<file path="config.mk">
export PLATFORM = sky130hd
export DESIGN_NAME = arp_rx_parse
export DESIGN_NICKNAME = d
export VERILOG_FILES = /design/src/rtl/arp_rx_parse.sv
export SDC_FILE = /design/constraint.sdc
export NUM_CORES = 1
export LEC_CHECK = 0
export CAP_MARGIN = 0
export CORE_UTILIZATION = 40
export DETAILED_ROUTE_END_ITERATION = 8
export PLACE_DENSITY = 0.63
export SLEW_MARGIN = 20
export SYNTH_ARGS = -nofsm -noshare
export SYNTH_HDL_FRONTEND = slang
export SYNTH_SLANG_ARGS = --single-unit
</file>
<file path="constraint.sdc">
create_clock -name gmii_rx_clk -period 3.43 [get_ports gmii_rx_clk]
set_clock_uncertainty 0.2 [all_clocks]
set_input_delay 0.686 -clock gmii_rx_clk [delete_from_list [all_inputs] [get_ports gmii_rx_clk]]
set_output_delay 0.686 -clock gmii_rx_clk [all_outputs]
set_load 0.005 [all_outputs]
</file>
<file path="src/rtl/arp_rx_parse.sv">
// GMII receive-side ARP parser: validates preamble, Ethernet/ARP headers, target IP and FCS,
// then strobes the sender MAC/IP and opcode, or strobes frame_drop for any rejected frame.
module arp_rx_parse #(
  parameter logic [47:0] LOCAL_MAC = 48'h00_0A_35_01_FE_C0,
  parameter logic [31:0] LOCAL_IP  = 32'hC0_A8_00_02,
  parameter bit          CHECK_CRC = 1'b1
) (
  input  logic        gmii_rx_clk,
  input  logic        rst_n,
  input  logic [7:0]  gmii_rx_data,
  input  logic        gmii_rx_dv,
  input  logic        gmii_rx_er,
  output logic        arp_valid,
  output logic        arp_op,
  output logic [47:0] arp_src_mac,
  output logic [31:0] arp_src_ip,
  output logic        frame_drop
);
  typedef enum logic [2:0] {IDLE, PREAMBLE, ETH_HDR, ARP_BODY, TAIL, DONE, DROP} state_t;

  state_t      state;
  logic [5:0]  cnt;
  logic [2:0]  pre_cnt;
  logic [31:0] crc;
  logic        mism, dst_loc_bad, dst_bc_bad, len_ok, armed, op_sh;
  logic [47:0] mac_sh;
  logic [31:0] ip_sh;
  logic [7:0]  exp_mac, exp_ip;
  logic        byte_bad, frame_good;

  function automatic logic [31:0] crc_byte(input logic [31:0] c, input logic [7:0] d);
    logic [31:0] r;
    r = c ^ {24'h0, d};
    for (int i = 0; i < 8; i++) r = r[0] ? ((r >> 1) ^ 32'hEDB88320) : (r >> 1);
    return r;
  endfunction

  always_comb begin
    exp_mac  = 8'h00;
    exp_ip   = 8'h00;
    byte_bad = 1'b0;
    case (cnt)
      6'd0:  exp_mac = LOCAL_MAC[47:40];
      6'd1:  exp_mac = LOCAL_MAC[39:32];
      6'd2:  exp_mac = LOCAL_MAC[31:24];
      6'd3:  exp_mac = LOCAL_MAC[23:16];
      6'd4:  exp_mac = LOCAL_MAC[15:8];
      6'd5:  exp_mac = LOCAL_MAC[7:0];
      6'd38: exp_ip  = LOCAL_IP[31:24];
      6'd39: exp_ip  = LOCAL_IP[23:16];
      6'd40: exp_ip  = LOCAL_IP[15:8];
      6'd41: exp_ip  = LOCAL_IP[7:0];
      default: ;
    endcase
    // Fixed-value header fields; dst MAC is tracked separately (two acceptable values)
    case (cnt)
      6'd12: byte_bad = gmii_rx_data != 8'h08;
      6'd13: byte_bad = gmii_rx_data != 8'h06;
      6'd14: byte_bad = gmii_rx_data != 8'h00;
      6'd15: byte_bad = gmii_rx_data != 8'h01;
      6'd16: byte_bad = gmii_rx_data != 8'h08;
      6'd17: byte_bad = gmii_rx_data != 8'h00;
      6'd18: byte_bad = gmii_rx_data != 8'h06;
      6'd19: byte_bad = gmii_rx_data != 8'h04;
      6'd20: byte_bad = gmii_rx_data != 8'h00;
      6'd21: byte_bad = (gmii_rx_data != 8'h01) && (gmii_rx_data != 8'h02);
      6'd38, 6'd39, 6'd40, 6'd41: byte_bad = gmii_rx_data != exp_ip;
      default: ;
    endcase
  end

  assign frame_good = !mism && len_ok && !(dst_loc_bad && dst_bc_bad) &&
                      (!CHECK_CRC || crc == 32'hDEBB20E3);

  always_ff @(posedge gmii_rx_clk) begin
    if (!rst_n) begin
      state <= IDLE;  cnt <= '0;  pre_cnt <= '0;  crc <= '0;
      mism <= 1'b0;  dst_loc_bad <= 1'b0;  dst_bc_bad <= 1'b0;  len_ok <= 1'b0;
      armed <= 1'b0;  op_sh <= 1'b0;  mac_sh <= '0;  ip_sh <= '0;
      arp_valid <= 1'b0;  arp_op <= 1'b0;  arp_src_mac <= '0;  arp_src_ip <= '0;
      frame_drop <= 1'b0;
    end else begin
      arp_valid  <= 1'b0;
      frame_drop <= 1'b0;
      // After reset, a frame already in flight is skipped until the bus goes idle
      if (!gmii_rx_dv) armed <= 1'b1;
      case (state)
        IDLE, DONE: begin
          state <= IDLE;
          if (gmii_rx_dv && armed) begin
            if (!gmii_rx_er && gmii_rx_data == 8'h55) begin
              state   <= PREAMBLE;
              pre_cnt <= 3'd1;
            end else state <= DROP;
          end
        end
        PREAMBLE: begin
          if (!gmii_rx_dv) begin
            frame_drop <= 1'b1;
            state      <= IDLE;
          end else if (gmii_rx_er) state <= DROP;
          else if (gmii_rx_data == 8'h55) begin
            if (pre_cnt == 3'd7) state <= DROP;
            else pre_cnt <= pre_cnt + 3'd1;
          end else if (gmii_rx_data == 8'hD5) begin
            state <= ETH_HDR;  cnt <= '0;  crc <= 32'hFFFFFFFF;
            mism <= 1'b0;  dst_loc_bad <= 1'b0;  dst_bc_bad <= 1'b0;  len_ok <= 1'b0;
          end else state <= DROP;
        end
        ETH_HDR, ARP_BODY, TAIL: begin
          if (!gmii_rx_dv) begin
            if (state == TAIL) begin
              state <= DONE;
              if (frame_good) begin
                arp_valid   <= 1'b1;
                arp_op      <= op_sh;
                arp_src_mac <= mac_sh;
                arp_src_ip  <= ip_sh;
              end else frame_drop <= 1'b1;
            end else begin
              frame_drop <= 1'b1;
              state      <= IDLE;
            end
          end else if (gmii_rx_er) state <= DROP;
          else begin
            crc  <= crc_byte(crc, gmii_rx_data);
            mism <= mism | byte_bad;
            // Counter saturates; a byte seen at 63 proves the 64-byte minimum
            if (cnt != 6'd63) cnt <= cnt + 6'd1;
            else len_ok <= 1'b1;
            if (cnt < 6'd6) begin
              if (gmii_rx_data != exp_mac) dst_loc_bad <= 1'b1;
              if (gmii_rx_data != 8'hFF)   dst_bc_bad  <= 1'b1;
            end
            if (cnt == 6'd21) op_sh <= (gmii_rx_data == 8'h02);
            if (cnt >= 6'd22 && cnt <= 6'd27) mac_sh <= {mac_sh[39:0], gmii_rx_data};
            if (cnt >= 6'd28 && cnt <= 6'd31) ip_sh  <= {ip_sh[23:0], gmii_rx_data};
            if (state == ETH_HDR && cnt == 6'd13)  state <= ARP_BODY;
            if (state == ARP_BODY && cnt == 6'd41) state <= TAIL;
          end
        end
        DROP: begin
          if (!gmii_rx_dv) begin
            frame_drop <= 1'b1;
            state      <= IDLE;
          end
        end
        default: state <= IDLE;
      endcase
    end
  end
endmodule

</file>
==> results of run 1 <==
## power breakdown
group / leakage, nW / switching (mW) / total [mW] / internal, mW
Sequential: 1.72 / 0.0548 / 2.57 / 2.51
Combinational: 1.76 / 0.347 / 0.666 / 0.319
Clock: 0.367 / 0.991 / 2.36 / 1.37
## metrics by stage
stage,instance area [um2],std cells
6_report,11700,1445
5_1_grt,11700,1445
4_1_cts,11700,1445
3_5_place_dp,11000,1405
3_3_place_gp,11000,1405
2_1_floorplan,9710,1038
## final cells by class
class	count	area share (%)
multi-input combinational	741	43.2
inverter	8	0.257
tap	319	3.42
sequential	213	36.5
clock buffer	32	5.73
timing repair buffer	124	10.4
clock inverter	8	0.503
## routing by layer
layer  vias to the layer above  global-route usage (%)
li1                       3662                       -
met1                      3365                    24.5
met2                       153                    29.3
met3                        37                    2.41
met4                         0                    5.78
met5                         -                       0
## Yosys cell counts, types with 9 or more instances
cell        n  share of area (%)
xnor2_2    10                1.7
dfxtp_1   213                 44
xnor2_1    38                3.4
nand2b_1    9               0.58
nor2b_1    88                5.7
buf_6       9                1.0
nor3_1      9               0.46
clkbuf_1   48                1.9
nor2_1     21               0.81
a21oi_1    36                1.9
a21boi_1   80                6.2
xor2_1     22                2.0
mux2i_1    88                9.1
buf_2      16               0.82
o21ai_0    33                1.7
nand2_1   188                7.3
## worst min-delay path: cells and delay by family (launching register included)
kind,cells,cell delay (ns)
flops,1,0.31
compound gates,1,0.05
simple gates,1,0.05
## kinds of logic after synthesis
family,synth area share (%)
simple gates,19.5
flops,43.9
compound gates,13.8
mux,9.07
buf+inv,4.26
xor+xnor,8.67
fa+ha+maj,0.773
## flip-flops by register name (all words and copies together) (netlist names), 3 cells and up
signal	count
cnt	6
crc	32
arp_src_mac	48
arp_src_ip	32
mac_sh	48
state	3
ip_sh	32
pre_cnt	3
## path summary, 6_finish.rpt
path,startpoint,to,slack [ns],depth (start not counted)
setup / recovery,crc[9]$_SDFFE_PN0P_,arp_src_mac[47]$_SDFFE_PN0P_,0.80,8
setup reg to reg,crc[9]$_SDFFE_PN0P_,arp_src_mac[47]$_SDFFE_PN0P_,0.80,8
hold reg to reg,mac_sh[40]$_SDFFE_PN0P_,mac_sh[40]$_SDFFE_PN0P_,0.25,2
hold / removal,mac_sh[40]$_SDFFE_PN0P_,mac_sh[40]$_SDFFE_PN0P_,0.25,2
==> run_results.csv, run 1 <==
group,metric,value,unit
global_routing,grt_pass1_wl,36.1,mm
sta,maxSlewViolCount,0,
logic_synthesis,ys_ff_latch,213,
floorplanning,initial_core_util,41.1,%
detailed_routing,post_drt_wl_per_cell,15.4,um
logic_synthesis,syn-num-nets,1056,
critical_path,worst-path-buf-inv,2,
clocking,cts_resized,0,
clocking,clock-sinks,213,
floorplanning,coreArea,0.0236,mm2
critical_path,crit_family,"simple AND/OR/NAND/NOR gates",
critical_path,setup.worst_path.class,"reg -> reg",
floorplanning,die_area,0.0249,mm2
floorplanning,die_y,158,um
detailed_routing,route.met2.wl,10.4,mm
cells_and_area,multi_input_area,0.00505,mm2
logic_synthesis,avgSynthCellArea,9.36,um2
detailed_routing,met3_length,842,um
critical_path,cp_max_fo,32,
clocking,clkTransAtPathRegs,0.06,ns
sta,fmax,380,MHz
critical_path,crit_path_end_kind,"flop",
floorplanning,die_w,158,um
floorplanning,num_rows,56,
cells_and_area,layout.nets,1129,
logic_synthesis,yosys_most_used_dff,"dfxtp_1",
clocking,cts_buffers,23,
logic_synthesis,ys_seq_area_share,43.9,%
detailed_routing,drtAntennaViolNets,0,
detailed_routing,drt_pass1_iterations,5,
critical_path,required,3.64,ns
detailed_routing,vias,7217,
detailed_routing,drt_iter0_markers,420,
sta,layout_worst_path_cycle_share,76.8,%
clocking,clockBufferDepth,3,
power,peakVddDrop,0.262,mV
sta,finalSetupTns,0,ns
global_routing,grt_pass1_vias,6802,
clocking,cts_tree,"done",
clocking,clk-insertion-delay-late,0.52,ns
critical_path,max_stage_delay,0.35,ns
clocking,ctsHtreeMaxLevel,1,
sta,finalSetupViolCount,0,
clocking,postCtsHoldBufs,0,
cells_and_area,drive_gt1_share,8.61,%
hold_path,hold_class,"reg -> reg",
sta,rsz0062_at_grt,"no",
sta,period_needed,2.63,ns
detailed_routing,vias_per_cell,4.99,
run,cap_violations,0,
critical_path,cp_data_arrival_time,2.84,ns
critical_path,crit_chain,"nor4b_1, and4b_1, nand4_1, nor3_2, buf_12, buf_4, mux2i_1, nor2b_1",
floorplanning,boundaryPins,95,
detailed_routing,drt-total-wl,22.2,mm
logic_synthesis,synthDistinctLibCells,66,
clocking,cts_root_buf,"clkbuf_16",
power,leakagePower,3.85,nW
cells_and_area,antennaDiodeCount,0,
power,power_density,479,mW/mm2
logic_synthesis,asyncSetResetFlopFracSynth,0,%
global_routing,antenna_found_initial,0,
critical_path,cp-start-kind,"flop",
logic_synthesis,syn_area,0.00971,mm2
global_routing,track_usage,18.0,%
global_routing,gr-total-overflow,0,
placed_design,dp_hpwl,14.8,mm
cells_and_area,final_util,49.5,%
sta,whs,0.254,ns
placed_design,gp_congestion,0.881,
critical_path,crit_path_top_delay_cell,"nor4b_1",
sta,setup_ws,0.797,ns
power,total_power,5.59,mW
cells_and_area,layout_common_cells,"dfxtp_1 (213), nand2_1 (188), clkdlybuf4s50_1 (93)",
placed_design,io_buffers,94,
detailed_routing,drcViolationCount,0,
sta,worst_pin_slew,0.854,ns
global_routing,grt_max_degree,104,
cells_and_area,area_delta_synth_final,20.3,%
sta,hold_viol,0,
logic_synthesis,synth_edf_count,0,
placed_design,dp_slack,0.333,ns
logic_synthesis,syn_inst,1038,
run_status,outcome,"finished clean",
cells_and_area,final_common_cell,"dfxtp_1",
cells_and_area,ff_latch_area,0.00426,mm2
clocking,cts_setup_buffers,0,
detailed_routing,route.top_layer_used,"met4",
logic_synthesis,yosysWarningCount,0,
sta,slew_headroom,43.0,%
detailed_routing,drt-met1-wl,10.5,mm
cells_and_area,num-fill-cells,2273,
No activity file was read; power rests on OpenSTA's default activity.
==> inputs of run 2 (changes only) <==
--- a/config.mk
+++ b/config.mk
@@ -8,7 +8,7 @@
 export CAP_MARGIN = 0
 export CORE_UTILIZATION = 40
 export DETAILED_ROUTE_END_ITERATION = 8
-export PLACE_DENSITY = 0.63
+export PLACE_DENSITY = 0.66
 export SLEW_MARGIN = 20
 export SYNTH_ARGS = -nofsm -noshare
 export SYNTH_HDL_FRONTEND = slang
==> constraint.sdc (replaced) <==
create_clock -name gmii_rx_clk -period 2.15 [get_ports gmii_rx_clk]
set_clock_uncertainty 0.2 [all_clocks]
set_input_delay 0.43 -clock gmii_rx_clk [delete_from_list [all_inputs] [get_ports gmii_rx_clk]]
set_output_delay 0.43 -clock gmii_rx_clk [all_outputs]
set_load 0.005 [all_outputs]
==> run 2 against run 1 <==
  * The run now ends with negative setup slack left
  * Sequential share of layout area decreased by 3.7 points
  * Worst setup slack got worse by 1.1 ns
  * Utilization grew 5.7 points
  * Power increased by 71%
  * Cell area up 11%
  * Clock-buffer cell count unchanged
  * Clock power rose by 74%
  * Register-to-register slack lost 1.1 ns
  * Critical path depth is 2 higher
  * Die area is the same
  * Maximum frequency up 7.1%
  * Global-route usage rose by 1.6 points
  * Critical path type unchanged
  * Critical endpoint is now arp_src_ip[11]$_SDFFE_PN0P_
  * Largest power group is now clock
==> run_results.csv, run 2 (same netlist as run 1, synthesis figures left out) <==
group,metric,value,unit
run_status,outcome,"finished, violations left",
run_status,violations,"negative setup slack",
detailed_routing,drt_iter0_markers,435,
floorplanning,initial_core_util,41.1,%
sta,maxSlewViolCount,0,
critical_path,cp_max_fo,5,
cells_and_area,drive_gt1_share,20.0,%
global_routing,gr-total-overflow,0,
cells_and_area,area_delta_synth_final,34.1,%
clocking,clockBufferDepth,3,
sta,finalSetupViolCount,82,
floorplanning,boundaryPins,95,
detailed_routing,drt_pass1_iterations,4,
cells_and_area,top_regs,"arp_src_mac x48, mac_sh x48",
critical_path,max_stage_delay,0.32,ns
placed_design,gp_congestion,0.897,
cells_and_area,layout.nets,1244,
sta,hold_viol,0,
clocking,clk-insertion-delay-late,0.52,ns
hold_path,hold_class,"in -> reg",
sta,rsz0062_at_grt,"yes",
global_routing,track_usage,19.6,%
cells_and_area,num-fill-cells,2117,
global_routing,grt_pass1_wl,39.1,mm
detailed_routing,drt-total-wl,24.4,mm
detailed_routing,vias,7728,
floorplanning,die_w,158,um
run,cap_violations,0,
clocking,cts_root_buf,"clkbuf_16",
critical_path,cp_common_cell,"buf_12",
detailed_routing,drtAntennaViolNets,0,
clocking,postCtsHoldBufs,0,
cells_and_area,layout_common_cells,"dfxtp_1 (206), nand2_1 (188), buf_4 (124)",
placed_design,dp_hpwl,16.7,mm
critical_path,regToRegSetupSlack,-0.31,ns
cells_and_area,final_area,0.0130,mm2
clocking,cts_tree,"done",
power,leakagePower,4.56,nW
critical_path,cp_data_arrival_time,2.66,ns
power,power_density,734,mW/mm2
critical_path,cp-start-kind,"flop",
cells_and_area,final_common_cell,"dfxtp_1",
floorplanning,num_rows,56,
floorplanning,die_y,158,um
detailed_routing,post_drt_wl_per_cell,15.6,um
critical_path,crit_chain,"nor4b_2, buf_4, and4b_1, nand4_1, nor3_4, buf_6, buf_12, buf_12, mux2i_2, nor2b_1",
critical_path,required,2.35,ns
detailed_routing,drcViolationCount,0,
power,peakVddDrop,0.465,mV
floorplanning,die_area,0.0249,mm2
floorplanning,coreArea,0.0236,mm2
detailed_routing,vias_per_cell,4.94,
global_routing,grt_pass1_vias,7558,
sta,fmax,407,MHz
sta,worst_pin_slew,0.403,ns
sta,whs,0.113,ns
placed_design,io_buffers,94,
global_routing,antenna_found_initial,1,
critical_path,setup.worst_path.class,"reg -> reg",
power,total_power,9.56,mW
clocking,ctsHtreeMaxLevel,1,
placed_design,dp_slack,-0.480,ns
critical_path,crit_path_top_delay_cell,"dfxtp_2",
global_routing,grt_max_degree,89,
clocking,cts_buffers,23,
clocking,clkTransAtPathRegs,0.07,ns
sta,slew_headroom,72.8,%
clocking,clock-sinks,213,
sta,setup_ws,-0.310,ns
sta,layout_worst_path_cycle_share,114,%
critical_path,crit_path_end_kind,"flop",
sta,period_needed,2.46,ns
placed_design,placed_area,0.0118,mm2
## run 2: changes by cell type in the layout (fill, tap and decap cells not counted), moves of 3 or more
cell	previous run	this run
diode_2	0	3
o21ai_1	4	8
ha_4	0	4
ha_1	6	2
dfxtp_2	0	5
o21ai_0	33	28
buf_6	0	4
mux2i_2	0	3
clkinv_2	6	3
buf_12	4	14
buf_4	27	124
dfxtp_1	213	206
mux2i_1	88	85
## run 2: final timing paths
| path | end | cells past startpoint | start |
|---|---|---|---|
| hold / removal | crc[31]$_SDFFE_PN0P_ | 2 | rst_n |
| setup / recovery | arp_src_ip[11]$_SDFFE_PN0P_ | 10 | crc[8]$_SDFFE_PN0P_ |
| hold reg to reg | ip_sh[27]$_SDFFE_PN0P_ | 2 | ip_sh[27]$_SDFFE_PN0P_ |
| setup reg to reg | arp_src_ip[11]$_SDFFE_PN0P_ | 10 | crc[8]$_SDFFE_PN0P_ |
## run 2: where the power goes
group	internal, mW	switching (mW)	total, mW	leakage, nW
sequential	4.01	0.0515	4.06	1.72
clock	2.44	1.67	4.11	0.389
combinational	0.729	0.663	1.39	2.45
## run 2: area by class of cell
cell class                      instances  area [um2]  share of cell area [%]
Antenna cell                            3        7.51                  0.0576
Clock buffer                           32         669                    5.14
Clock inverter                         10         128                   0.980
Inverter                                8        30.0                   0.231
Multi-Input combinational cell        741        5220                    40.1
Sequential cell                       213        4280                    32.8
Tap cell                              319         399                    3.06
Timing Repair Buffer                  239        2290                    17.6
## run 2: routing by layer
metal | GRT usage, % | vias to the layer above | routed length (um)
met1 | 25.3 | 3688 | 11300
met2 | 33.9 | 113 | 11800
met4 | 5.78 | 0 | 470
met5 | 0 | - | 0
met3 | 2.57 | 37 | 831
li1 | - | 3890 | -
## run 2: stage by stage
stage	setup TNS (ns)	util, %	std cells
final	-18.63	55.2	1565
after global routing	-26.66	55.1	1563
after CTS	-19.00	54.2	1558
after detailed placement	-59.56	50.1	1511
after global placement	-53.36	50.1	1511
after floorplan	0	-	1038
## run 2: what timing repair did
action | 4_1_cts | 5_1_grt
setup endpoints to repair | 84 | 146
cloned | 3 | 2
setup buffers | 2 | 5
pin swaps | 2 | 8
resized for setup | 17 | 40
## run 2: critical path: cells and delay by family, from the launching register on
family | cells | cell delay, ns
AND/OR/NAND/NOR | 5 | 1.01
buffers and inverters | 4 | 0.59
flip-flops | 1 | 0.32
multiplexers | 1 | 0.22
==> inputs of run 3 (changes only) <==
--- a/config.mk
+++ b/config.mk
@@ -8,7 +8,7 @@
 export CAP_MARGIN = 0
 export CORE_UTILIZATION = 40
 export DETAILED_ROUTE_END_ITERATION = 8
-export PLACE_DENSITY = 0.66
+export PLACE_DENSITY = 0.63
 export SLEW_MARGIN = 20
 export SYNTH_ARGS = -nofsm -noshare
 export SYNTH_HDL_FRONTEND = slang
==> constraint.sdc (replaced) <==
create_clock -name gmii_rx_clk -period 3.1 [get_ports gmii_rx_clk]
set_clock_uncertainty 0.2 [all_clocks]
set_input_delay 0.62 -clock gmii_rx_clk [delete_from_list [all_inputs] [get_ports gmii_rx_clk]]
set_output_delay 0.62 -clock gmii_rx_clk [all_outputs]
set_load 0.005 [all_outputs]
==> run 3 against run 2 <==
  * Via count fell by 5.9%
  * First-iteration DRC count fell by 6.4%
  * Sequential power fell by 30%
  * Power fell by 32%
  * Non-clock buffer count fell by 111
  * Global-route usage fell by 1.1 points
  * Critical path type unchanged
  * The flow now finishes without violations
  * Cell area fell by 8.9%
  * Die area did not move
==> run_results.csv, run 3 (same netlist as run 1, synthesis figures left out) <==
group,metric,value,unit
clocking,postCtsHoldBufs,0,
floorplanning,coreArea,0.0236,mm2
floorplanning,die_y,158,um
detailed_routing,drt_iter0_markers,407,
power,peakVddDrop,0.349,mV
hold_path,min_from,"ip_sh[28]$_SDFFE_PN0P_",
clocking,cts_resized,0,
cells_and_area,top_regs,"arp_src_mac x48, mac_sh x48",
critical_path,required,3.31,ns
cells_and_area,final_common_cell,"dfxtp_1",
run_status,outcome,"finished clean",
global_routing,grt_max_degree,73,
critical_path,cp_data_arrival_time,2.70,ns
power,power_density,549,mW/mm2
sta,hold_viol,0,
clocking,cts_setup_buffers,0,
detailed_routing,drt_pass1_iterations,5,
detailed_routing,drcViolationCount,0,
placed_design,gp_congestion,0.843,
sta,maxSlewViolCount,0,
floorplanning,die_area,0.0249,mm2
sta,layout_worst_path_cycle_share,80.4,%
cells_and_area,final_area,0.0119,mm2
floorplanning,num_rows,56,
sta,fmax,401,MHz
detailed_routing,vias_per_cell,5.01,
clocking,clk-insertion-delay-late,0.52,ns
power,leakagePower,3.92,nW
cells_and_area,multi_input_area,0.00505,mm2
detailed_routing,post_drt_wl_per_cell,15.8,um
sta,period_needed,2.49,ns
hold_path,min_to,"ip_sh[28]$_SDFFE_PN0P_",
cells_and_area,ff_latch_area,0.00426,mm2
cells_and_area,num-fill-cells,2211,
hold_path,hold_class,"reg -> reg",
cells_and_area,drive_gt1_share,9.19,%
clocking,cts_buffers,24,
floorplanning,initial_core_util,41.1,%
detailed_routing,vias,7270,
global_routing,gr-total-overflow,0,
detailed_routing,drt-total-wl,22.9,mm
sta,slew_headroom,55.3,%
critical_path,cp-start-kind,"flop",
sta,rsz0062_at_grt,"no",
floorplanning,die_w,158,um
global_routing,grt_pass1_wl,36.7,mm
critical_path,regToRegSetupSlack,0.61,ns
detailed_routing,drtAntennaViolNets,0,
clocking,ctsHtreeMaxLevel,1,
clocking,clkTransAtPathRegs,0.06,ns
placed_design,dp_hpwl,15.5,mm
sta,finalSetupTns,0,ns
sta,worst_pin_slew,0.670,ns
run,cap_violations,0,
hold_path,hold_path_depth,2,
cells_and_area,layout.nets,1134,
clocking,clock-sinks,213,
clocking,cts_root_buf,"clkbuf_16",
floorplanning,boundaryPins,95,
critical_path,r2r_start,"crc[5]$_SDFFE_PN0P_",
critical_path,cp_max_fo,34,
sta,finalSetupViolCount,0,
global_routing,antenna_found_initial,1,
clocking,cts_tree,"done",
critical_path,setup.worst_path.class,"reg -> reg",
cells_and_area,area_delta_synth_final,22.1,%
critical_path,crit_path_end_kind,"flop",
critical_path,reg2reg_depth,8,
global_routing,grt_pass1_vias,6794,
critical_path,r2r_end,"arp_src_ip[12]$_SDFFE_PN0P_",
clocking,clockBufferDepth,3,
placed_design,io_buffers,94,
global_routing,track_usage,18.5,%
placed_design,placed_area,0.0110,mm2
cells_and_area,layout_common_cells,"dfxtp_1 (213), nand2_1 (188), clkdlybuf4s50_1 (93)",
## run 3: cell types whose count changed in the layout (fill, tap and decap cells not counted), sizes merged, moves of 2 or more
cell      previous run  this run
clkinv               4         8
buf                144        35
inv                 10         8
clkbuf              34        31
clkinvlp             2         0
diode                3         1
## run 3: per-stage QoR
stage               setup WS, ns  hold slack [ns]  power, mW  util (%)  std cells
finish                     0.608            0.255       6.51      50.2       1452
global route               0.410            0.274       6.75      50.2       1452
CTS                        0.533            0.256       6.58      50.2       1451
detailed placement         0.228            0.248       3.64      46.7       1409
global placement           0.204            0.243       3.64      46.7       1409
floorplan                  0.808            0.232       3.46         -       1038
## run 3: routing by layer
layer | track usage (%) | share of wire [%] | up-vias | routed length (um)
met2 | 30.6 | 48 | 143 | 11000
met1 | 25.0 | 46 | 3421 | 10600
met5 | 0 | 0 | - | 0
li1 | - | - | 3670 | -
met3 | 2.24 | 3.7 | 36 | 842
met4 | 5.69 | 2.0 | 0 | 451
## run 3: cell type report
class                           instances  share of cell area (%)
Antenna cell                            1                  0.0211
Clock inverter                         11                    1.26
Timing Repair Buffer                  128                    10.9
Multi-Input combinational cell        741                    42.5
Clock buffer                           31                    5.71
Sequential cell                       213                    35.9
Tap cell                              319                    3.36
Inverter                                8                   0.253
## run 3: worst max-delay path, cell delays in order, from the launching register on
cell and delay [ns]:
dfxtp_1 0.48, nand2b_1 0.10, nor4_1 0.38, nand4_1 0.23, nor3_2 0.22, buf_12 0.20, buf_12 0.26, mux2i_1 0.23
nor2b_1 0.06
## run 3: worst max path at each step
stage | from | end | slack [ns]
after floorplan | gmii_rx_data[5] | cnt[5]$_SDFFE_PN0P_ | 0.81
after global placement | gmii_rx_data[7] | cnt[5]$_SDFFE_PN0P_ | 0.20
after detailed placement | gmii_rx_data[7] | cnt[5]$_SDFFE_PN0P_ | 0.23
after CTS | crc[5]$_SDFFE_PN0P_ | arp_src_ip[12]$_SDFFE_PN0P_ | 0.53
after global routing | crc[5]$_SDFFE_PN0P_ | arp_src_mac[6]$_SDFFE_PN0P_ | 0.41
final | crc[5]$_SDFFE_PN0P_ | arp_src_ip[12]$_SDFFE_PN0P_ | 0.61
## run 3: power breakdown
group          internal, mW  switching [mW]  total [mW]
clock network          1.79            1.14        2.93
logic                 0.360           0.376       0.737
registers              2.78          0.0634        2.84
